--- src/rtl/apb_arb_pkg.sv ---
// Shared types and widths for the APB master arbiter.
//   ADDR_W/DATA_W/DEV_W : register address, data and device-id widths
//   state_t             : transfer sequencer states
//   apb_req_t           : latched request payload of the current winner
package apb_arb_pkg;

  localparam int unsigned ADDR_W = 8;
  localparam int unsigned DATA_W = 8;
  localparam int unsigned DEV_W  = 4;

  typedef enum logic [1:0] {IDLE, SETUP, ACCESS, RESP} state_t;

  typedef struct packed {
    logic              write;
    logic [ADDR_W-1:0] addr;
    logic [DATA_W-1:0] wdata;
    logic [DEV_W-1:0]  device;
  } apb_req_t;

endpackage

--- src/rtl/apb_master_arbiter_if.sv ---
// Requester-side and APB-side signal bundle of the arbiter.
//   master modport : the arbiter (drives req_ready, rsp_*, paddr/pwdata/pwrite/psel/penable)
//   slave modport  : requesters plus APB slaves (drive req_*, prdata/pready/pslverr)
// Request fields are packed per requester i at [W*i +: W].
interface apb_master_arbiter_if #(
  parameter int unsigned NUM_REQ     = 2,
  parameter int unsigned NUM_DEVICES = 4
);
  import apb_arb_pkg::*;

  logic [NUM_REQ-1:0]            req_valid;
  logic [NUM_REQ-1:0]            req_write;
  logic [NUM_REQ*ADDR_W-1:0]     req_addr;
  logic [NUM_REQ*DATA_W-1:0]     req_wdata;
  logic [NUM_REQ*DEV_W-1:0]      req_device;
  logic [NUM_REQ-1:0]            req_ready;
  logic [NUM_REQ-1:0]            rsp_valid;
  logic [DATA_W-1:0]             rsp_rdata;
  logic                          rsp_err;
  logic [ADDR_W-1:0]             paddr;
  logic [DATA_W-1:0]             pwdata;
  logic                          pwrite;
  logic [NUM_DEVICES-1:0]        psel;
  logic                          penable;
  logic [NUM_DEVICES*DATA_W-1:0] prdata;
  logic [NUM_DEVICES-1:0]        pready;
  logic [NUM_DEVICES-1:0]        pslverr;

  modport master (
    input  req_valid, req_write, req_addr, req_wdata, req_device, prdata, pready, pslverr,
    output req_ready, rsp_valid, rsp_rdata, rsp_err, paddr, pwdata, pwrite, psel, penable
  );

  modport slave (
    output req_valid, req_write, req_addr, req_wdata, req_device, prdata, pready, pslverr,
    input  req_ready, rsp_valid, rsp_rdata, rsp_err, paddr, pwdata, pwrite, psel, penable
  );

endinterface

--- src/rtl/rr_arbiter.sv ---
// Round-robin grant: first set request bit at/after (last_grant_i + 1) mod NUM_REQ.
//   req_i        : request vector
//   last_grant_i : index of the previous winner
//   grant_o      : one-hot grant (all zero when no request)
module rr_arbiter #(
  parameter int unsigned NUM_REQ = 2,
  parameter int unsigned IdxW    = (NUM_REQ > 1) ? $clog2(NUM_REQ) : 1
) (
  input  logic [NUM_REQ-1:0] req_i,
  input  logic [IdxW-1:0]    last_grant_i,
  output logic [NUM_REQ-1:0] grant_o
);

  logic            found;
  logic [IdxW-1:0] idx;

  always_comb begin
    grant_o = '0;
    found   = 1'b0;
    idx     = '0;
    for (int unsigned off = 1; off <= NUM_REQ; off++) begin
      idx = IdxW'((32'(last_grant_i) + off) % NUM_REQ);
      if (!found && req_i[idx]) begin
        grant_o[idx] = 1'b1;
        found        = 1'b1;
      end
    end
  end

endmodule

--- src/rtl/apb_master_arbiter.sv ---
// Shares one APB master port between NUM_REQ requesters: round-robin arbitration, then
// IDLE->SETUP->ACCESS sequencing, one-hot psel decode, slave response mux and a one-cycle
// response pulse to the winner.
//   clk, rst : clock, synchronous active-high reset
//   bus_io   : requester handshake and APB bus (apb_master_arbiter_if.master)
// Optional feature: define APB_TIMEOUT_EN to abort ACCESS after TIMEOUT_CYCLES cycles
// without pready (response carries rsp_err=1, rsp_rdata=0).
module apb_master_arbiter
  import apb_arb_pkg::*;
#(
  parameter int unsigned NUM_REQ        = 2,
  parameter int unsigned NUM_DEVICES    = 4
`ifdef APB_TIMEOUT_EN
  ,
  parameter int unsigned TIMEOUT_CYCLES = 16
`endif
) (
  input logic                  clk,
  input logic                  rst,
  apb_master_arbiter_if.master bus_io
);

  localparam int unsigned IdxW = (NUM_REQ > 1) ? $clog2(NUM_REQ) : 1;

  state_t                 state_q, state_d;
  apb_req_t               req_q, req_d, win_req;
  logic [NUM_REQ-1:0]     grant_oh, grant_q, grant_d, accept;
  logic [IdxW-1:0]        last_q, last_d, win_idx;
  logic [DATA_W-1:0]      rdata_q, rdata_d, sel_rdata;
  logic                   err_q, err_d, sel_ready, sel_err;
  logic [ADDR_W-1:0]      paddr_q, paddr_d;
  logic [DATA_W-1:0]      pwdata_q, pwdata_d;
  logic                   pwrite_q, pwrite_d;
  logic [NUM_DEVICES-1:0] dev_oh;
`ifdef APB_TIMEOUT_EN
  logic [7:0]             tmo_q, tmo_d;
`endif

  rr_arbiter #(
    .NUM_REQ (NUM_REQ),
    .IdxW    (IdxW)
  ) u_rr_arbiter (
    .req_i        (bus_io.req_valid),
    .last_grant_i (last_q),
    .grant_o      (grant_oh)
  );

  // Payload of the requester picked by the arbiter this cycle.
  always_comb begin
    win_req = '0;
    win_idx = '0;
    for (int unsigned i = 0; i < NUM_REQ; i++) begin
      if (grant_oh[i]) begin
        win_idx        = IdxW'(i);
        win_req.write  = bus_io.req_write[i];
        win_req.addr   = bus_io.req_addr[i*ADDR_W +: ADDR_W];
        win_req.wdata  = bus_io.req_wdata[i*DATA_W +: DATA_W];
        win_req.device = bus_io.req_device[i*DEV_W +: DEV_W];
      end
    end
  end

  // Only the addressed slave is observed; the others are ignored.
  always_comb begin
    dev_oh    = '0;
    sel_ready = 1'b0;
    sel_err   = 1'b0;
    sel_rdata = '0;
    for (int unsigned d = 0; d < NUM_DEVICES; d++) begin
      if (32'(req_q.device) == d) begin
        dev_oh[d] = 1'b1;
        sel_ready = bus_io.pready[d];
        sel_err   = bus_io.pslverr[d];
        sel_rdata = bus_io.prdata[d*DATA_W +: DATA_W];
      end
    end
  end

  always_comb begin
    state_d  = state_q;
    req_d    = req_q;
    grant_d  = grant_q;
    last_d   = last_q;
    rdata_d  = rdata_q;
    err_d    = err_q;
    paddr_d  = paddr_q;
    pwdata_d = pwdata_q;
    pwrite_d = pwrite_q;
    accept   = '0;
`ifdef APB_TIMEOUT_EN
    tmo_d    = tmo_q;
`endif
    unique case (state_q)
      IDLE: begin
        // Gated by rst so no accept pulse escapes while reset is held.
        if (!rst && (|bus_io.req_valid)) begin
          accept  = grant_oh;
          req_d   = win_req;
          grant_d = grant_oh;
          last_d  = win_idx;
          if (32'(win_req.device) < NUM_DEVICES) begin
            state_d  = SETUP;
            paddr_d  = win_req.addr;
            pwdata_d = win_req.wdata;
            pwrite_d = win_req.write;
`ifdef APB_TIMEOUT_EN
            tmo_d    = '0;
`endif
          end else begin
            // Unknown device: answer with an error without touching the bus.
            state_d = RESP;
            rdata_d = '0;
            err_d   = 1'b1;
          end
        end
      end
      SETUP: state_d = ACCESS;
      ACCESS: begin
        if (sel_ready) begin
          state_d = RESP;
          err_d   = sel_err;
          rdata_d = (!req_q.write && !sel_err) ? sel_rdata : '0;
        end
`ifdef APB_TIMEOUT_EN
        else if (tmo_q == 8'(TIMEOUT_CYCLES - 1)) begin
          state_d = RESP;
          err_d   = 1'b1;
          rdata_d = '0;
        end else begin
          tmo_d = tmo_q + 8'd1;
        end
`endif
      end
      RESP:    state_d = IDLE;
      default: state_d = IDLE;
    endcase
  end

  always_ff @(posedge clk) begin
    if (rst) begin
      state_q  <= IDLE;
      req_q    <= '0;
      grant_q  <= '0;
      last_q   <= IdxW'(NUM_REQ - 1);
      rdata_q  <= '0;
      err_q    <= 1'b0;
      paddr_q  <= '0;
      pwdata_q <= '0;
      pwrite_q <= 1'b0;
`ifdef APB_TIMEOUT_EN
      tmo_q    <= '0;
`endif
    end else begin
      state_q  <= state_d;
      req_q    <= req_d;
      grant_q  <= grant_d;
      last_q   <= last_d;
      rdata_q  <= rdata_d;
      err_q    <= err_d;
      paddr_q  <= paddr_d;
      pwdata_q <= pwdata_d;
      pwrite_q <= pwrite_d;
`ifdef APB_TIMEOUT_EN
      tmo_q    <= tmo_d;
`endif
    end
  end

  assign bus_io.req_ready = accept;
  assign bus_io.psel      = (state_q == SETUP || state_q == ACCESS) ? dev_oh : '0;
  assign bus_io.penable   = (state_q == ACCESS);
  assign bus_io.rsp_valid = (state_q == RESP) ? grant_q : '0;
  assign bus_io.rsp_rdata = (state_q == RESP) ? rdata_q : '0;
  assign bus_io.rsp_err   = (state_q == RESP) && err_q;
  assign bus_io.paddr     = paddr_q;
  assign bus_io.pwdata    = pwdata_q;
  assign bus_io.pwrite    = pwrite_q;

endmodule

--- src/flat_wrapper.sv ---
// flat-port wrapper written by rule: the top's interface ports become plain ports
module apb_master_arbiter_flat import apb_arb_pkg::*;
#(
  parameter int unsigned NUM_REQ        = 2,
  parameter int unsigned NUM_DEVICES    = 4

)
  (clk, rst, bus_io_req_valid, bus_io_req_write, bus_io_req_addr, bus_io_req_wdata, bus_io_req_device, bus_io_prdata, bus_io_pready, bus_io_pslverr, bus_io_req_ready, bus_io_rsp_valid, bus_io_rsp_rdata, bus_io_rsp_err, bus_io_paddr, bus_io_pwdata, bus_io_pwrite, bus_io_psel, bus_io_penable);
  apb_master_arbiter_if #(.NUM_REQ(NUM_REQ), .NUM_DEVICES(NUM_DEVICES)) bus_io_i ();
  input logic clk;
  input logic rst;
  input wire logic [$bits(bus_io_i.req_valid)-1:0] bus_io_req_valid;
  input wire logic [$bits(bus_io_i.req_write)-1:0] bus_io_req_write;
  input wire logic [$bits(bus_io_i.req_addr)-1:0] bus_io_req_addr;
  input wire logic [$bits(bus_io_i.req_wdata)-1:0] bus_io_req_wdata;
  input wire logic [$bits(bus_io_i.req_device)-1:0] bus_io_req_device;
  input wire logic [$bits(bus_io_i.prdata)-1:0] bus_io_prdata;
  input wire logic [$bits(bus_io_i.pready)-1:0] bus_io_pready;
  input wire logic [$bits(bus_io_i.pslverr)-1:0] bus_io_pslverr;
  output wire logic [$bits(bus_io_i.req_ready)-1:0] bus_io_req_ready;
  output wire logic [$bits(bus_io_i.rsp_valid)-1:0] bus_io_rsp_valid;
  output wire logic [$bits(bus_io_i.rsp_rdata)-1:0] bus_io_rsp_rdata;
  output wire logic [$bits(bus_io_i.rsp_err)-1:0] bus_io_rsp_err;
  output wire logic [$bits(bus_io_i.paddr)-1:0] bus_io_paddr;
  output wire logic [$bits(bus_io_i.pwdata)-1:0] bus_io_pwdata;
  output wire logic [$bits(bus_io_i.pwrite)-1:0] bus_io_pwrite;
  output wire logic [$bits(bus_io_i.psel)-1:0] bus_io_psel;
  output wire logic [$bits(bus_io_i.penable)-1:0] bus_io_penable;
  assign bus_io_i.req_valid = bus_io_req_valid;
  assign bus_io_i.req_write = bus_io_req_write;
  assign bus_io_i.req_addr = bus_io_req_addr;
  assign bus_io_i.req_wdata = bus_io_req_wdata;
  assign bus_io_i.req_device = bus_io_req_device;
  assign bus_io_i.prdata = bus_io_prdata;
  assign bus_io_i.pready = bus_io_pready;
  assign bus_io_i.pslverr = bus_io_pslverr;
  assign bus_io_req_ready = bus_io_i.req_ready;
  assign bus_io_rsp_valid = bus_io_i.rsp_valid;
  assign bus_io_rsp_rdata = bus_io_i.rsp_rdata;
  assign bus_io_rsp_err = bus_io_i.rsp_err;
  assign bus_io_paddr = bus_io_i.paddr;
  assign bus_io_pwdata = bus_io_i.pwdata;
  assign bus_io_pwrite = bus_io_i.pwrite;
  assign bus_io_psel = bus_io_i.psel;
  assign bus_io_penable = bus_io_i.penable;
  apb_master_arbiter #(.NUM_REQ(NUM_REQ), .NUM_DEVICES(NUM_DEVICES)) u_core (.clk(clk), .rst(rst), .bus_io(bus_io_i));
endmodule
--- config.mk ---
export PLATFORM = sky130hd
export DESIGN_NAME = apb_master_arbiter_flat
export DESIGN_NICKNAME = d
export VERILOG_FILES = /design/src/rtl/apb_arb_pkg.sv /design/src/rtl/apb_master_arbiter_if.sv /design/src/rtl/rr_arbiter.sv /design/src/rtl/apb_master_arbiter.sv /design/src/flat_wrapper.sv
export SDC_FILE = /design/constraint.sdc
export NUM_CORES = 1
export LEC_CHECK = 0
export CORE_ASPECT_RATIO = 1.2
export CORE_UTILIZATION = 30
export DETAILED_ROUTE_END_ITERATION = 10
export PLACE_DENSITY = 0.77
export SYNTH_ARGS = -nofsm -noshare
export SYNTH_HDL_FRONTEND = slang
export SYNTH_SLANG_ARGS = --single-unit
--- constraint.sdc ---
create_clock -name clk -period 3.3 [get_ports clk]
set_input_delay 0.99 -clock clk [delete_from_list [all_inputs] [get_ports clk]]
set_output_delay 0.99 -clock clk [all_outputs]
set_load 0.05 [all_outputs]
## Word-level counts from Yosys, hierarchy flattened

Cells that the tools add are included.

- Bitwise logic cells: 1
- Add/sub/neg operators: 2
- Reductions and logical operators: 19
- Equal/unequal tests: 9
- Multiplexer cells: 48
- Magnitude comparators: 5

Operators by type and width:

| kind | count |
|---|---|
| 8-bit 2-to-1 mux | 9 |
| 21-bit 2-to-1 mux | 2 |
| 1-bit 2-to-1 mux | 23 |
| 2-bit 2-to-1 mux | 8 |
| 8-bit case mux with 2 select lines | 1 |
| 4-bit by 2-bit equality test with 1-bit output (second input constant) | 2 |
| 2-bit case mux with 4 select lines | 1 |
| 1-bit logical AND | 6 |
| 2-bit equality test (second input constant) | 2 |
| 4-bit by 1-bit equality test with 1-bit output (second input constant) | 1 |
| 1-bit logical NOT | 4 |
| 4-bit logical NOT | 1 |
| 1-bit by 2-bit < comparator with 1-bit output (second input constant) | 2 |
| 4-bit by 3-bit < comparator with 1-bit output (second input constant) | 1 |
| 4-bit 2-to-1 mux | 1 |
| 2-bit by 1-bit inequality test with 1-bit output (second input constant) | 2 |
| 2-bit AND reduction | 2 |
| 4-bit AND reduction | 1 |
| 3-bit AND reduction | 1 |
| 1-bit adder (second input constant) | 2 |
| 1-bit demux with 1-bit select | 2 |
| 2-bit by 1-bit equality test with 1-bit output (second input constant) | 1 |
| 1-bit >= comparator (second input constant) | 2 |
| 2-bit logical NOT | 1 |
| other kinds (6) | 6 |

- Output and inout port bits: 35
- Input port bits: 86
- Word-level logic and storage cells: 94
- Bits in registers: 36

## Longest topological paths before layout

Gate-level depths: netlist of the first run.

- Depth after elaboration: 14
- Depth in mapped cells: 9
- Mapped depth without buffers: 6

## Hierarchy

A second synthesis of the first run with hierarchy kept.

- Cells, all modules: 227
- Area, all modules: 2072.0 um2

Modules (own cells, without submodules):

| module | cells an instance | area an instance (um2) | sequential area each (um2) | times used |
|---|---|---|---|---|
| apb_master_arbiter | 224 | 2053.2 | 720.7 | 1 |
| rr_arbiter | 3 | 18.8 | 0.0 | 1 |

## Least setup slack after synthesis of the first run

OpenSTA, ideal clock, no wires.

- Path kind: input to output
- From: in rst
- To: out bus_io_req_ready[1]
- Arrival time: 2012 ps
- Buffers on the path: 2
- Slack: 298 ps
- Stages on the path: 4
- Required time: 2310 ps
- Cell sequence: clkbuf_1 -> o21ba_2 -> buf_2 -> and3_1

- Cells in the longest elaborated chain, start to end: 4

Ends and longest elaborated chain:

| item | line | text |
|---|---|---|
| start, declared | flat_wrapper.sv:11 | `input logic rst;` |
| 1-bit logical NOT | apb_master_arbiter.sv:96 | `if (!rst && (\|bus_io.req_valid)) begin` |
| 1-bit logical AND | apb_master_arbiter.sv:96 |  |
| 2-bit 2-to-1 mux | apb_master_arbiter.sv:96 |  |
| 2-bit 2-to-1 mux | apb_master_arbiter.sv:93 | `unique case (state_q)` |
| end, declared | flat_wrapper.sv:20 | `output wire logic [$bits(bus_io_i.req_ready)-1:0] bus_io_req_ready;` |

No other way between the ends.

## Final worst setup path of the first run

Ends and elaborated chain as after synthesis.

==> metrics.md, run 1 <==
| Metric | Value |
|---|---|
| Min-Delay Path Class | reg -> reg |
| Die area | 0.00687 mm² |
| Worst EP arrival | 2160 ps |
| Status | finished, final reports clean |
| Num Clock Sinks | 36 |
| Unrepaired setup endpoints after global routing | false |
| Minimum clock period | 3150 ps |
| Hold WS | 472 ps |
| 1st-iter DRT viols | 63 |
| Number of global-route vias before repair | roughly 2100 |
| Reg clk slew, reported paths | 70 ps |
| P_int | approximately 1100 µW |
| Via Count | between 2000 and 2500 |
| First-pass GRT wire length | 9560 µm |
| Yosys top cell area share | 36.7% |
| GPL Wtd Cong | 0.809 |
| Pre-antenna DRT Iters | 4 |
| Initial Util | 31.8% |
| Syn_nets | 319 |
| Switching Share | 39.5% |
| Relative slew slack | 55.7% |
| I/O pins | approximately 120 |
| Final worst slack | 148 ps |
| Htree depth | 2 |
| Final cycle utilization of the critical path | 95.5% |
| Yosys cell types | 38 |
| Register area share after synthesis | 36.7% |
| DR WL/cell | 14.6 µm |
| Root Buffer Master | clkbuf_8 |
| Hold_buf cts | 0 |
| Synth cell count leaders | 36 x dfxtp_1, 26 x nor2_1, 19 x nor3_1 |
| DPL Wire Length | 4920 µm |
| Final Skew | 4.21 ps |
| Final Setup Violations | 0 |
| Final antenna-violating net count | 0 |
| CP cell instances | clkdlybuf4s50_1 -> o21ba_2 -> and3_1 -> buf_12 |
| Global Route Usage Sum | between 10% and 20% |
| Vias per cell | roughly 5 |
| Peak VDD IR | approximately 0.28 mV |
| Row Count | 31 |
| Post_cts resized | 0 |
| Die W | between 70 and 80 µm |
| Seq pwr share | 29.7% |
| Crit end category | output port |
| Longest Clk Path Bufs | 2 |
| Final hold viol count | 0 |
| Setup WS pre-CTS | 134 ps |
| Number of setup buffers added after CTS | 0 |
| Cell taking the most area after synthesis | dfxtp_1 |
| Switching power | 730 µW |
| Total grt overflow | 0 |
| Slew Viols, Final | 0 |
| Ys flop type | dfxtp_1 |
| Share of post-route cells with drive strength above 1 | between 10% and 20% |
| Buf+Inv Stages, Crit Path | 2 |
| Synthesis warning total | 0 |
| Syn Inst Count | between 200 and 250 |
| Post-layout net count | 433 |
| Type of origin of the critical path | primary input |
| Worst-Skew Late Latency | 280 ps |
| Synth Register Bits | 36 |
| DRC | 0 |
| Clk pwr share | between 20 and 25% |
| DRT Wirelength | approximately 6200 µm |
| TNS Setup | 0 ps |
| Syn avg cell area | 8.53 µm² |
| Lkg Pwr | 0.00122 µW |
| Crit path kind | in -> out |
| Finished layout cell area | 0.00338 mm² |
| Die Span Y | about 91 µm |
| Fmax | around 320 MHz |
| Port buffer count | 120 |
| Slew at the pin closest to its max-slew limit | 665 ps |
| Post-synth ARST share | 0% |
| Largest net degree at the start of global routing | 26 |
| Num CTS Buffers | 5 |
| # diodes | 0 |
| Slowest CP cell | clkdlybuf4s50_1 |
| Pwr dens | 548 mW/mm² |
| Number of synthesized flops with an enable pin | 0 |
| Logic pwr share | 49.8% |
| Critical-path maximum fanout | 3 |
| Max cap viols | 0 |
| Mapped Area | 0.00196 mm² |
| Post-placement cell area | 0.00327 mm² |
| Worst stage delay on the critical path | 470 ps |
| Initial antenna violation count | 0 |
| Req. time, crit path | 2310 ps |
| Top-count cell post-synth | dfxtp_1 |
| TritonCTS clock tree | built |
| Dominant cells by area after synthesis | dfxtp_1 37%, mux2_2 9.2%, a221oi_1 8.0% |
| Core area | 0.00617 mm² |
| Layout area overhead | 72.1% |
| Largest delay share family, worst path | buffers and inverters |
[tightest hold or removal path: cells and delay by family (launching register included)]
family,cells,cell delay [ps]
flip-flops,1,310
AND/OR/NAND/NOR,1,60
AO/OA/AOI/OAI,1,60
[power by group through the flow]
stage | Sequential, µW | Combinational (µW) | Clock (µW)
floorplan | 669 | 504 | 0
global placement | 556 | 912 | 0
detailed placement | 559 | 925 | 0
CTS | 550 | 928 | 386
global route | 560 | 989 | 409
finish | 550 | 921 | 379
[path summary, 6_finish.rpt]
kind / to / depth (start not counted) / slack, ps / from
max: bus_io_req_ready[1] / 4 / 150 / rst
min: u_core.rdata_q[7] / 2 / 470 / u_core.rdata_q[7]
max reg2reg: u_core.err_q / 5 / 1020 / u_core.req_q[0]
min reg2reg: u_core.rdata_q[7] / 2 / 470 / u_core.rdata_q[7]
[per-stage QoR]
| step | std cells | power (µW) | utilization [%] |
|---|---|---|---|
| 2_1_floorplan | 230 | 1170 | - |
| 3_3_place_gp | 419 | 1470 | 53.0 |
| 3_5_place_dp | 419 | 1480 | 53.0 |
| 4_1_cts | 427 | 1860 | 54.8 |
| 5_1_grt | 427 | 1960 | 54.8 |
| 6_report | 427 | 1850 | 54.8 |
[layout by cell type (no fill, tap or decap), types with 2 or more instances in the layout]
cell type / count
a21oi_1: 6
nand3_1: 12
and3_1: 2
buf_12: 4
a221oi_1: 18
mux2i_1: 4
clkbuf_8: 5
clkdlybuf4s50_1: 116
mux2_2: 16
ha_1: 3
a31oi_1: 2
inv_1: 6
dfxtp_1: 36
o31ai_1: 7
nor3_1: 19
and2_1: 11
a22oi_1: 3
nor2_1: 26
nor3b_1: 2
buf_4: 8
nand2_1: 7
o21ai_0: 6
o22ai_1: 8
[final cells by class]
class	instances	area (µm²)
clock buffers	6	72.6
clock inverters	2	35.0
fillers	578	2790
inverters	6	22.5
multi-input cells	167	1120
flip-flops and latches	36	721
well taps	82	103
repair buffers	128	1300
[sequential cells by signal (all words and copies together), names as in the netlist]
| register | cells |
|---|---|
| u_core.req_q | 5 |
| u_core.bus_io.pwrite | 1 |
| u_core.grant_q | 2 |
| u_core.state_q | 2 |
| u_core.err_q | 1 |
| u_core.last_q | 1 |
| u_core.bus_io.pwdata | 8 |
| u_core.bus_io.paddr | 8 |
| u_core.rdata_q | 8 |
[cell families (layout without fill, tap and decap cells)]
family | after synthesis | after routing | synth area share (%)
compound gates | 61 | 61 | 23.2
buf+inv | 27 | 142 | 6.25
fa+ha+maj | 3 | 3 | 1.91
mux | 20 | 20 | 11.2
simple gates | 83 | 83 | 20.7
flops | 36 | 36 | 36.7
[metal layers]
| metal | global-route usage, % | vias to the layer above | routed length [µm] |
|---|---|---|---|
| met4 | 4.94 | 0 | 117 |
| met3 | 7.14 | 9 | 715 |
| met1 | 19.6 | 983 | 2430 |
| met2 | 31.2 | 103 | 2970 |
| met5 | 0 | - | 0 |
| li1 | - | 1090 | - |
Power figures use the tool's default switching activity.
==> run 2, diff against run 1 <==
--- a/config.mk
+++ b/config.mk
@@ -6,9 +6,10 @@
 export NUM_CORES = 1
 export LEC_CHECK = 0
 export CORE_ASPECT_RATIO = 1.2
-export CORE_UTILIZATION = 30
+export CORE_UTILIZATION = 37
 export DETAILED_ROUTE_END_ITERATION = 10
-export PLACE_DENSITY = 0.77
+export PLACE_DENSITY = 0.9
+export REMOVE_ABC_BUFFERS = 1
 export SYNTH_ARGS = -nofsm -noshare
 export SYNTH_HDL_FRONTEND = slang
 export SYNTH_SLANG_ARGS = --single-unit
==> metrics.md, run 2 (same netlist as run 1, synthesis figures left out) <==
| Metric | Value |
|---|---|
| # diodes | 0 |
| Core area | between 0.005 and 0.006 mm² |
| DR WL/cell | 14.7 µm |
| Final core occ | 66.2% |
| Req. time, crit path | ~2300 ps |
| Unrepaired setup endpoints after global routing | false |
| Pwr dens | 535 mW/mm² |
| Number of global-route vias before repair | 2148 |
| Dpl cells | roughly 400 |
| Total grt overflow | 0 |
| Fmax | 314 MHz |
| Peak VDD IR | 0.299 mV |
| Slew Viols, Final | 0 |
| Max cap viols | 0 |
| Met1 WL | 2060 µm |
| Reg2Reg Setup Slack | 1030 ps |
| DPL Wire Length | 4710 µm |
| Reg clk slew, reported paths | 70 ps |
| Number of setup buffers added after CTS | 0 |
| Non-Filler Instances | 405 |
| Type of origin of the critical path | primary input |
| Reg2Reg Launch Point | u_core.req_q[0] |
| Finished layout cell area | 0.00331 mm² |
| Final hold viol count | 0 |
| Longest Clk Path Bufs | 2 |
| Vias per cell | 5.42 |
| Pre-antenna DRT Iters | 4 |
| Post_cts resized | 0 |
| Hold WS | 465 ps |
| Die Span Y | just over 80 µm |
| TritonCTS clock tree | built |
| Most common cell after layout, fill and taps aside | clkdlybuf4s50_1 |
| Met2 wire len | 2970 µm |
| DRT Wirelength | 5970 µm |
| Global Route Usage Sum | between 20% and 30% |
| CP startpoint | bus_io_req_valid[0] |
| Min-Delay Path Class | reg -> reg |
| Row Count | 28 |
| Num Clock Sinks | 36 |
| First-pass GRT wire length | 9010 µm |
| Uppermost layer routed | met4 |
| Worst EP arrival | 2190 ps |
| Worst-Skew Late Latency | 290 ps |
| Share of post-route cells with drive strength above 1 | 12.2% |
| Initial Util | between 30% and 40% |
| Met3 Wirelength | 822 µm |
| Crit path to | bus_io_req_ready[0] |
| DRC | 0 |
| Final antenna-violating net count | 0 |
| Die W | 68.5 µm |
| Crit end category | output port |
| Critical-path maximum fanout | 4 |
| Slew at the pin closest to its max-slew limit | 662 ps |
| Final Setup Violations | 0 |
| Reg-to-reg critical path endpoint | u_core.err_q |
| I/O pins | 121 |
| Num CTS Buffers | 5 |
| 1st-iter DRT viols | 88 |
| Hold_buf cts | 0 |
| Minimum clock period | 3180 ps |
| Layout area overhead | 68.9% |
| Largest net degree at the start of global routing | 26 |
| GPL Wtd Cong | approximately 0.77 |
| Post-layout net count | 433 |
| Status | finished, final reports clean |
| Root Buffer Master | clkbuf_8 |
| Initial antenna violation count | 0 |
| Die area | 0.00560 mm² |
| Overall power | 1770 µW |
| Port buffer count | 120 |
| WHS Path Cells | 2 |
| Post-placement cell area | 0.00323 mm² |
| R2R cell count | 5 |
| Final Skew | 7.32 ps |
| Most frequent cells in the layout | 115 x clkdlybuf4s50_1, 36 x dfxtp_1, 26 x nor2_1 |
| Lkg Pwr | about 0.0012 µW |
| Relative slew slack | between 50% and 60% |
| Htree depth | 2 |
| Via Count | 2196 |
| Final cycle utilization of the critical path | 96.4% |
| Crit path kind | in -> out |
[run 2: layer usage]
layer  vias up  GRT usage (%)
met5         -              0
met4         0           8.54
met3        10           9.17
met2       110           41.0
met1       990           19.5
li1       1086              -
[run 2: cell type report]
cell class	count	area (µm²)
clock buffer	5	68.8
sequential	36	721
timing repair buffer	128	1290
multi-input combinational	167	1120
tap	60	75.1
fill	441	1700
inverter	6	22.5
clock inverter	3	18.8
[run 2: how the worst min path moves through the flow]
stage / to / start / slack, ps
detailed placement: u_core.rdata_q[3] / u_core.rdata_q[3] / 460
floorplan: u_core.rdata_q[0] / u_core.rdata_q[0] / 440
global placement: u_core.rdata_q[3] / u_core.rdata_q[3] / 450
global route: u_core.rdata_q[0] / u_core.rdata_q[0] / 500
finish: u_core.rdata_q[3] / u_core.rdata_q[3] / 470
CTS: u_core.rdata_q[3] / u_core.rdata_q[3] / 470
[run 2: power breakdown]
group / switching, µW / internal [µW] / leakage (µW)
sequential: 43.6 / 507 / 0.000294
combinational: 531 / 384 / 0.000871
clock: 160 / 147 / 0.0000479
[run 2: critical path: stages]
cell and delay, ps:
clkdlybuf4s50_1 550, o21ba_2 170, and3_1 300, buf_12 170
[run 2: per-stage QoR]
step	TNS [ps]	setup WS, ps
floorplan	-151	-146
global placement	0	166
detailed placement	0	124
CTS	0	128
global route	0	106
finish	0	118
==> run 3, diff against run 2 <==
--- a/config.mk
+++ b/config.mk
@@ -7,7 +7,9 @@
 export LEC_CHECK = 0
 export CORE_ASPECT_RATIO = 1.2
 export CORE_UTILIZATION = 37
+export CTS_BUF_LIST = sky130_fd_sc_hd__clkbuf_16
 export DETAILED_ROUTE_END_ITERATION = 10
+export GPL_TIMING_DRIVEN = 0
 export PLACE_DENSITY = 0.9
 export REMOVE_ABC_BUFFERS = 1
 export SYNTH_ARGS = -nofsm -noshare
==> metrics.md, run 3 (same netlist as run 1, synthesis figures left out) <==
| Metric | Value |
|---|---|
| Max cap viols | 0 |
| Largest delay share family, worst path | buffers and inverters |
| Reg2Reg Launch Point | u_core.req_q[0] |
| Worst stage delay on the critical path | 830 ps |
| Crit path kind | reg -> out |
| First-pass GRT wire length | between 9000 and 10000 µm |
| Post-placement cell area | 0.00316 mm² |
| Unrepaired setup endpoints after global routing | false |
| Clk pwr share | between 20% and 30% |
| Reg clk slew, reported paths | 50 ps |
| Total grt overflow | 0 |
| Reg2Reg Setup Slack | 950 ps |
| Number of global-route vias before repair | 2158 |
| Reg-to-reg critical path endpoint | u_core.err_q |
| Pre-antenna DRT Iters | 4 |
| Hold path start | u_core.rdata_q[3] |
| Worst-Skew Late Latency | ~270 ps |
| Dpl cells | 390 |
| Register area | around 720 µm² |
| Slew Viols, Final | 0 |
| P_int | approximately 1200 µW |
| Status | finished, final reports clean |
| R2R cell count | 4 |
| Relative slew slack | 52.7% |
| Longest Clk Path Bufs | 2 |
| Die Span Y | between 80 and 90 µm |
| Switching power | 759 µW |
| Largest net degree at the start of global routing | 27 |
| Die area | 0.00560 mm² |
| WHS Path Cells | 2 |
| Most frequent cells in the layout | 114 x clkdlybuf4s50_1, 34 x dfxtp_1, 26 x nor2_1 |
| Num CTS Buffers | 5 |
| Final hold viol count | 0 |
| DR WL/cell | 15.9 µm |
| Htree depth | 2 |
| Root Buffer Master | clkbuf_16 |
| Final Setup Violations | 0 |
| Req. time, crit path | approximately 2300 ps |
| Hold path endpoint | u_core.rdata_q[3] |
| Final cycle utilization of the critical path | 97.4% |
| Initial antenna violation count | 0 |
| Peak VDD IR | 0.321 mV |
| DRC | 0 |
| Global Route Usage Sum | between 20 and 25% |
| Pwr dens | 590 mW/mm² |
| Slew at the pin closest to its max-slew limit | 709 ps |
| Port buffer count | 120 |
| Final Skew | roughly 1.9 ps |
| Worst EP arrival | between 2000 and 2500 ps |
| Minimum clock period | 3220 ps |
| Share of post-route cells with drive strength above 1 | a little under an eighth |
| Crit end category | output port |
| Lkg Pwr | between 0.001 and 0.0015 µW |
| Row Count | 28 |
| Vias per cell | 5.62 |
| Type of origin of the critical path | flop |
| Fillers | 425 |
| Core area | roughly 0.0050 mm² |
| Layout area overhead | 71.9% |
| Num Clock Sinks | 36 |
| DPL Wire Length | between 4000 and 5000 µm |
| Most common cell after layout, fill and taps aside | clkdlybuf4s50_1 |
| Multi-input logic area | 0.00115 mm² |
| Final antenna-violating net count | 0 |
| Finished layout cell area | 0.00337 mm² |
| Overall power | approximately 2000 µW |
| CP startpoint | u_core.req_q[0] |
| Logic pwr share | 44.0% |
| I/O pins | 121 |
| Fmax | 311 MHz |
| Critical-path maximum fanout | 22 |
| Buf+Inv Stages, Crit Path | 1 |
| GPL Wtd Cong | 0.722 |
| Seq pwr share | 29.6% |
| Post-layout net count | 431 |
| Switching Share | 38.1% |
| DRT Wirelength | approximately 6400 µm |
| TritonCTS clock tree | built |
| 1st-iter DRT viols | 80 |
| Initial Util | 39.2% |
| Slowest CP cell | clkdlybuf4s50_1 |
| # diodes | 0 |
| Via Count | 2263 |
| Min-Delay Path Class | reg -> reg |
| CP cell instances | or3_1 -> nor3b_1 -> clkdlybuf4s50_1 |
| Non-Filler Instances | about 400 |
| Die W | 68.5 µm |
run 3: changes by cell type in the layout (fill, tap and decap cells not counted), sizes merged:
| cell | previous run | this run |
|---|---|---|
| inv | 6 | 7 |
| clkinv | 3 | 1 |
| clkbuf | 5 | 6 |
| clkdlybuf4s50 | 115 | 114 |
| dlymetal6s2s | 0 | 1 |
| bufinv | 0 | 1 |
| dlygate4sd2 | 0 | 2 |
| buf | 13 | 7 |
| o21a | 1 | 2 |
run 3: per-stage QoR:
step                setup slack [ps]  hold slack (ps)  setup TNS [ps]  util (%)
global placement               -1680              447          -24620      62.6
detailed placement             -1240              455          -11840      63.0
finish                          84.5              466               0      67.3
floorplan                       -146              437            -151         -
global route                    22.7              487               0      67.3
CTS                            -30.1              468           -30.1      66.9
run 3: worst min-delay path, delay by kind of cell, from the launching register on:
kind	cells	cell delay (ps)
flops	1	300
simple gates	1	60
compound gates	1	60
run 3: area by class of cell:
type / count / share of cell area [%]
clock buffers: 5 / 3.71
inverters: 6 / 0.668
flip-flops and latches: 36 / 21.4
multi-input cells: 168 / 34.2
repair buffers: 125 / 36.6
well taps: 60 / 2.23
clock inverters: 3 / 1.15
run 3: worst max path at each step:
stage	endpoint	slack, ps	cells past startpoint
final	bus_io_psel[0]	80	3
after global routing	bus_io_psel[0]	20	3
after CTS	bus_io_req_ready[1]	-30	4
after detailed placement	bus_io_req_ready[1]	-1240	4
after global placement	bus_io_req_ready[1]	-1680	4
after floorplan	bus_io_req_ready[1]	-150	2
run 3: power groups by stage:
stage | Combinational, µW | Clock [µW] | Sequential [µW]
floorplan | 436 | 0 | 690
global placement | 835 | 0 | 586
detailed placement | 861 | 0 | 591
CTS | 870 | 533 | 587
global route | 939 | 555 | 598
finish | 876 | 525 | 589
run 3: timing repair:
| item | 4_1_cts | 5_1_grt |
|---|---|---|
| gates resized for setup | 22 | 4 |
| gates cloned | 1 | 0 |
| setup buffers | 1 | 3 |
| hold buffers | 0 | 0 |
| endpoints found under the hold margin | 0 | 0 |
| pin swaps | 1 | 0 |
| setup endpoints to repair | 26 | 8 |
run 3: layer usage:
layer | global-route usage, % | routed length (µm)
met1 | 20.8 | 2270
met5 | 0 | 0
met4 | 8.33 | 74
met2 | 45.0 | 3360
met3 | 8.06 | 713
==> RTL change 1 (settings of run 2) <==
Build with the macro `APB_TIMEOUT_EN` defined.
--- a/src/rtl/apb_master_arbiter.sv
+++ b/src/rtl/apb_master_arbiter.sv
@@ -5,6 +5,8 @@
 //   bus_io   : requester handshake and APB bus (apb_master_arbiter_if.master)
 // Optional feature: define APB_TIMEOUT_EN to abort ACCESS after TIMEOUT_CYCLES cycles
 // without pready (response carries rsp_err=1, rsp_rdata=0).
+`define APB_TIMEOUT_EN
+
 module apb_master_arbiter
   import apb_arb_pkg::*;
 #(
Check against the original RTL: no difference found for any inputs over 10 cycles, from zero or initial values and one cycle with rst high; that may be too few to reach the edited logic, so the function may still have changed.
==> RTL change 1 against run 2 <==
  * Synthesized area up 23%
  * Clock power rose by 36%
  * Routed wire length grew 20%
  * Sequential cell count is 8 higher
  * Synthesized cell count rose by 17%
  * Cell area is 17% higher
  * Setup slack got worse by 0.023 ns
  * Total power grew 23%
  * Critical endpoint is now bus_io_psel[2]
  * Largest power group unchanged
==> RTL change 1: results (changes against run 2) <==
Synthesis
  • Leading post-synthesis cells by cell area: dfxtp_1 (36%), mux4_2 (8.4%), a211oi_1 (6.5%), a22oi_1 (5.9%), nor2_1 (4.2%) (was dfxtp_1 (37%), mux2_2 (9.2%), a221oi_1 (8.0%), nor2_1 (5.0%), nor3_1 (4.8%))
  • Synth cell types: 48 (was 38)
  • Post-synth top cells: dfxtp_1 (44), nor2_1 (27), a211oi_1 (21) (was dfxtp_1 (36), nor2_1 (26), nor3_1 (19))
  • Most used DFF post-synth: dfxtp_1 (unchanged)
  • Synth Warn #: 0 (unchanged)
  • Ys async rst share: 0% (unchanged)
  • Seq/Total Area, Yosys: 36.4% (was 36.7%)

GRT
  • Total track usage: 21.5% (was 21.6%)
  • Largest net degree at the start of global routing: 35 (was 26)
  • Initial antenna violation count: 0 (unchanged)
  • Global-route wire length before repair: 11500 µm (was 9010 µm)

Finish
  • Nets: 482 (was 433)
  • Ant diodes: 0 (unchanged)
  • Fillcell total: 519 (was 441)
  • Fraction of final layout cells sized beyond drive strength 1: 12.7% (was 12.2%)

Routing
  • Starting DRT DRC Count: 148 (was 88)
  • Via count: 2568 (was 2196)
  • First-pass iteration count of the detailed router: 4 (unchanged)
  • DRT Wirelength: 7140 µm (was 5970 µm)

STA
  • Fin Clk Skew: 0.00795 ns (was 0.00732 ns)
  • Worst rel slew slack: 56.7% (was 55.9%)

Power
  • Leakage: 1.43 nW (was 1.21 nW)
  • Peak supply drop: 0.277 mV (was 0.299 mV)
  • Pint: 0.00131 W (was 0.00104 W)

Place
  • Routability cong.: 0.834 (was 0.766)
  • DP Wirelength: 5610 µm (was 4710 µm)
  • Setup WS pre-CTS: 0.0775 ns (was 0.124 ns)
  • Port bufs: 120 (unchanged)

Setup path
  • Worst Path Arrival: 2.22 ns (was 2.19 ns)
  • Worst path slowest cell: clkdlybuf4s50_1 (unchanged)
  • Max incr delay on CP: 0.84 ns (was 0.55 ns)
  • Largest fanout on the critical path: 3 (was 4)

Clock network
  • Clk buf depth: 2 (unchanged)
  • CTS Buf Count: 5 (unchanged)
  • H-tree depth: 2 (unchanged)
  • Clock transition at the registers of the reported paths: 0.09 ns (was 0.07 ns)
  • Clock Tree Root: clkbuf_8 (unchanged)
  • Post-CTS setup buffers: 0 (unchanged)
  • Clk_lat worst skew: 0.30 ns

Outcome
  • Status: complete, no violations (unchanged)

Min path
  • HP Class: register to register (unchanged)
RTL change 1: power groups by stage:
| stage | combinational (W) | sequential (W) | clock [W] |
|---|---|---|---|
| finish | 0.00110 | 0.000660 | 0.000419 |
| global route | 0.00118 | 0.000670 | 0.000447 |
| CTS | 0.00110 | 0.000659 | 0.000425 |
| detailed placement | 0.00109 | 0.000671 | 0 |
| global placement | 0.00106 | 0.000667 | 0 |
| floorplan | 0.000524 | 0.000814 | 0 |
RTL change 1: cell families after synthesis:
logic type               after synthesis  share of synthesized area, %
flip-flops                            44                          36.4
AO/OA/AOI/OAI                         90                          28.1
multiplexers                          10                          8.79
AND/OR/NAND/NOR                       87                          18.9
buffers and inverters                 33                          5.74
adder cells (fa/ha/maj)                4                          2.07
RTL change 1: routing by layer:
metal	share of wire (%)	GRT usage, %
met1	38	23.0
met2	51	39.0
met3	8.8	6.03
met4	1.9	7.10
met5	0	0
RTL change 1: layout make-up:
class	instances	area share, %
Inverter	15	1.45
Timing Repair Buffer	135	34.4
Sequential cell	44	22.6
Clock buffer	5	1.77
Multi-Input combinational cell	191	36.0
Tap cell	82	2.64
Clock inverter	3	1.09
RTL change 1: worst paths after layout:
kind                                        start                 to  slack, ns  cells past startpoint
worst max-delay path            u_core.state_q[0]     bus_io_psel[2]       0.09                      5
worst min-delay path            u_core.rdata_q[1]  u_core.rdata_q[1]       0.46                      1
worst max register to register  u_core.state_q[0]    u_core.tmo_q[7]       1.02                      8
worst min register to register  u_core.rdata_q[1]  u_core.rdata_q[1]       0.46                      1
RTL change 1: what timing repair did:
action | 4_1_cts | 5_1_grt
endpoints found under the hold margin | 0 | 0
setup endpoints to repair | 0 | 1
resized for setup | 0 | 1
RTL change 1: critical path: cells and delay by family, from the launching register on:
| kind | cells | cell delay [ns] |
|---|---|---|
| buf+inv | 2 | 0.92 |
| fa+ha+maj | 1 | 0.33 |
| simple gates | 2 | 0.29 |
| flops | 1 | 0.37 |
RTL change 1: through the flow:
| step | cell area, µm² | utilization (%) | hold WS [ns] | cells |
|---|---|---|---|---|
| floorplan | 2340 | - | 0.424 | 250 |
| global placement | 3780 | 61.3 | 0.437 | 467 |
| detailed placement | 3780 | 61.3 | 0.439 | 467 |
| CTS | 3890 | 63.1 | 0.465 | 475 |
| global route | 3890 | 63.1 | 0.489 | 475 |
| finish | 3890 | 63.1 | 0.463 | 475 |
==> RTL change 2 (flow settings as in run 2) <==
Made on the original files. Reset style: asynchronous (`rst`), changed in one clocked block. Comments in the files are not updated.
--- a/src/rtl/apb_master_arbiter.sv
+++ b/src/rtl/apb_master_arbiter.sv
@@ -136,7 +136,7 @@
     endcase
   end
 
-  always_ff @(posedge clk) begin
+  always_ff @(posedge clk or posedge rst) begin
     if (rst) begin
       state_q  <= IDLE;
       req_q    <= '0;
Formal check against the unedited RTL: differs if rst is asserted again (counterexample within 4 cycles, from zero or initial values and one cycle with rst high); with rst held inactive, the same outputs for 10 cycles.
==> RTL change 2 against run 2 <==
  * Synthesized cell count fell by 5.7%
  * Critical path type unchanged
  * Setup slack got worse by 0.039 ns
  * Cell area rose by 4.9%
  * Non-clock buffer count did not move
  * Sequential cell count did not move
  * Sequential power rose by 45%
  * Total power rose by 61%
  * Highest routed layer unchanged
  * Routed wire length rose by 4.1%
  * Synthesized area rose by 6.0%
  * Count of clock-buffer cells in the layout rose by 3
==> RTL change 2: results (changes against run 2) <==
Outcome
  • Status: complete, no violations (unchanged)

GRT
  • Largest net degree at the start of global routing: 37 (was 26)
  • Met1 Use GR: 23.4% (was 19.5%)
  • Global-route wire length before repair: 10100 µm (was 9010 µm)
  • Number of global-route vias before repair: 2226 (was 2148)

Routing
  • DRT Wirelength: 6210 µm (was 5970 µm)
  • Met3 wire len: 640 µm (was 822 µm)
  • Starting DRT DRC Count: 65 (was 88)
  • Via count: 2146 (was 2196)
  • Routed met2 length: 3100 µm (was 2970 µm)

Synthesis
  • Post-synthesis compound-gate area fraction: 22.3% (was 23.2%)
  • Synth cell types: 41 (was 38)
  • Multiplexer share of the synthesized area: 10.4% (was 11.2%)
  • Most used DFF post-synth: dfrtp_1 (was dfxtp_1)
  • Synth Area in Adders: 1.81% (was 1.91%)
  • Post-synth top cells: dfrtp_1 (35), nor2_1 (27), a21oi_1 (19) (was dfxtp_1 (36), nor2_1 (26), nor3_1 (19))
  • Ys async rst share: 100% (was 0%)
  • Seq/Total Area, Yosys: 43.4% (was 36.7%)

Place
  • Area after DPL: 0.00338 mm² (was 0.00323 mm²)
  • Setup WS pre-CTS: 0.0307 ns (was 0.124 ns)
  • Routability cong.: 0.869 (was 0.766)
  • DP Wirelength: 4780 µm (was 4710 µm)

Setup path
  • Worst Path Arrival: 2.23 ns (was 2.19 ns)
  • Max incr delay on CP: 0.57 ns (was 0.55 ns)
  • Largest fanout on the critical path: 5 (was 4)

Power
  • Seq. pwr: 0.000799 W (was 0.000550 W)
  • Peak supply drop: 0.563 mV (was 0.299 mV)
[RTL change 2: repair_timing]
action	CTS	global route
setup buffers	0	0
endpoints found under the setup margin	0	2
gates resized for setup	0	3
[RTL change 2: final cells by class]
cell class / count / area (µm²)
clock buffers: 8 / 90.1
fillers: 425 / 1860
inverters: 4 / 15.0
multi-input cells: 160 / 1090
flip-flops and latches: 36 / 902
well taps: 62 / 77.6
repair buffers: 128 / 1300
[RTL change 2: worst paths after layout]
check                                    startpoint                endpoint  slack, ns
worst max-delay path            bus_io_req_valid[0]     bus_io_req_ready[0]       0.08
worst min-delay path              u_core.grant_q[1]       u_core.grant_q[1]       0.47
worst min register to register    u_core.grant_q[1]       u_core.grant_q[1]       0.47
worst max register to register      u_core.req_q[1]       u_core.rdata_q[7]       0.88
min in group asynchronous                       rst  u_core.bus_io.paddr[7]       1.15
max in group asynchronous                       rst           u_core.last_q       1.81
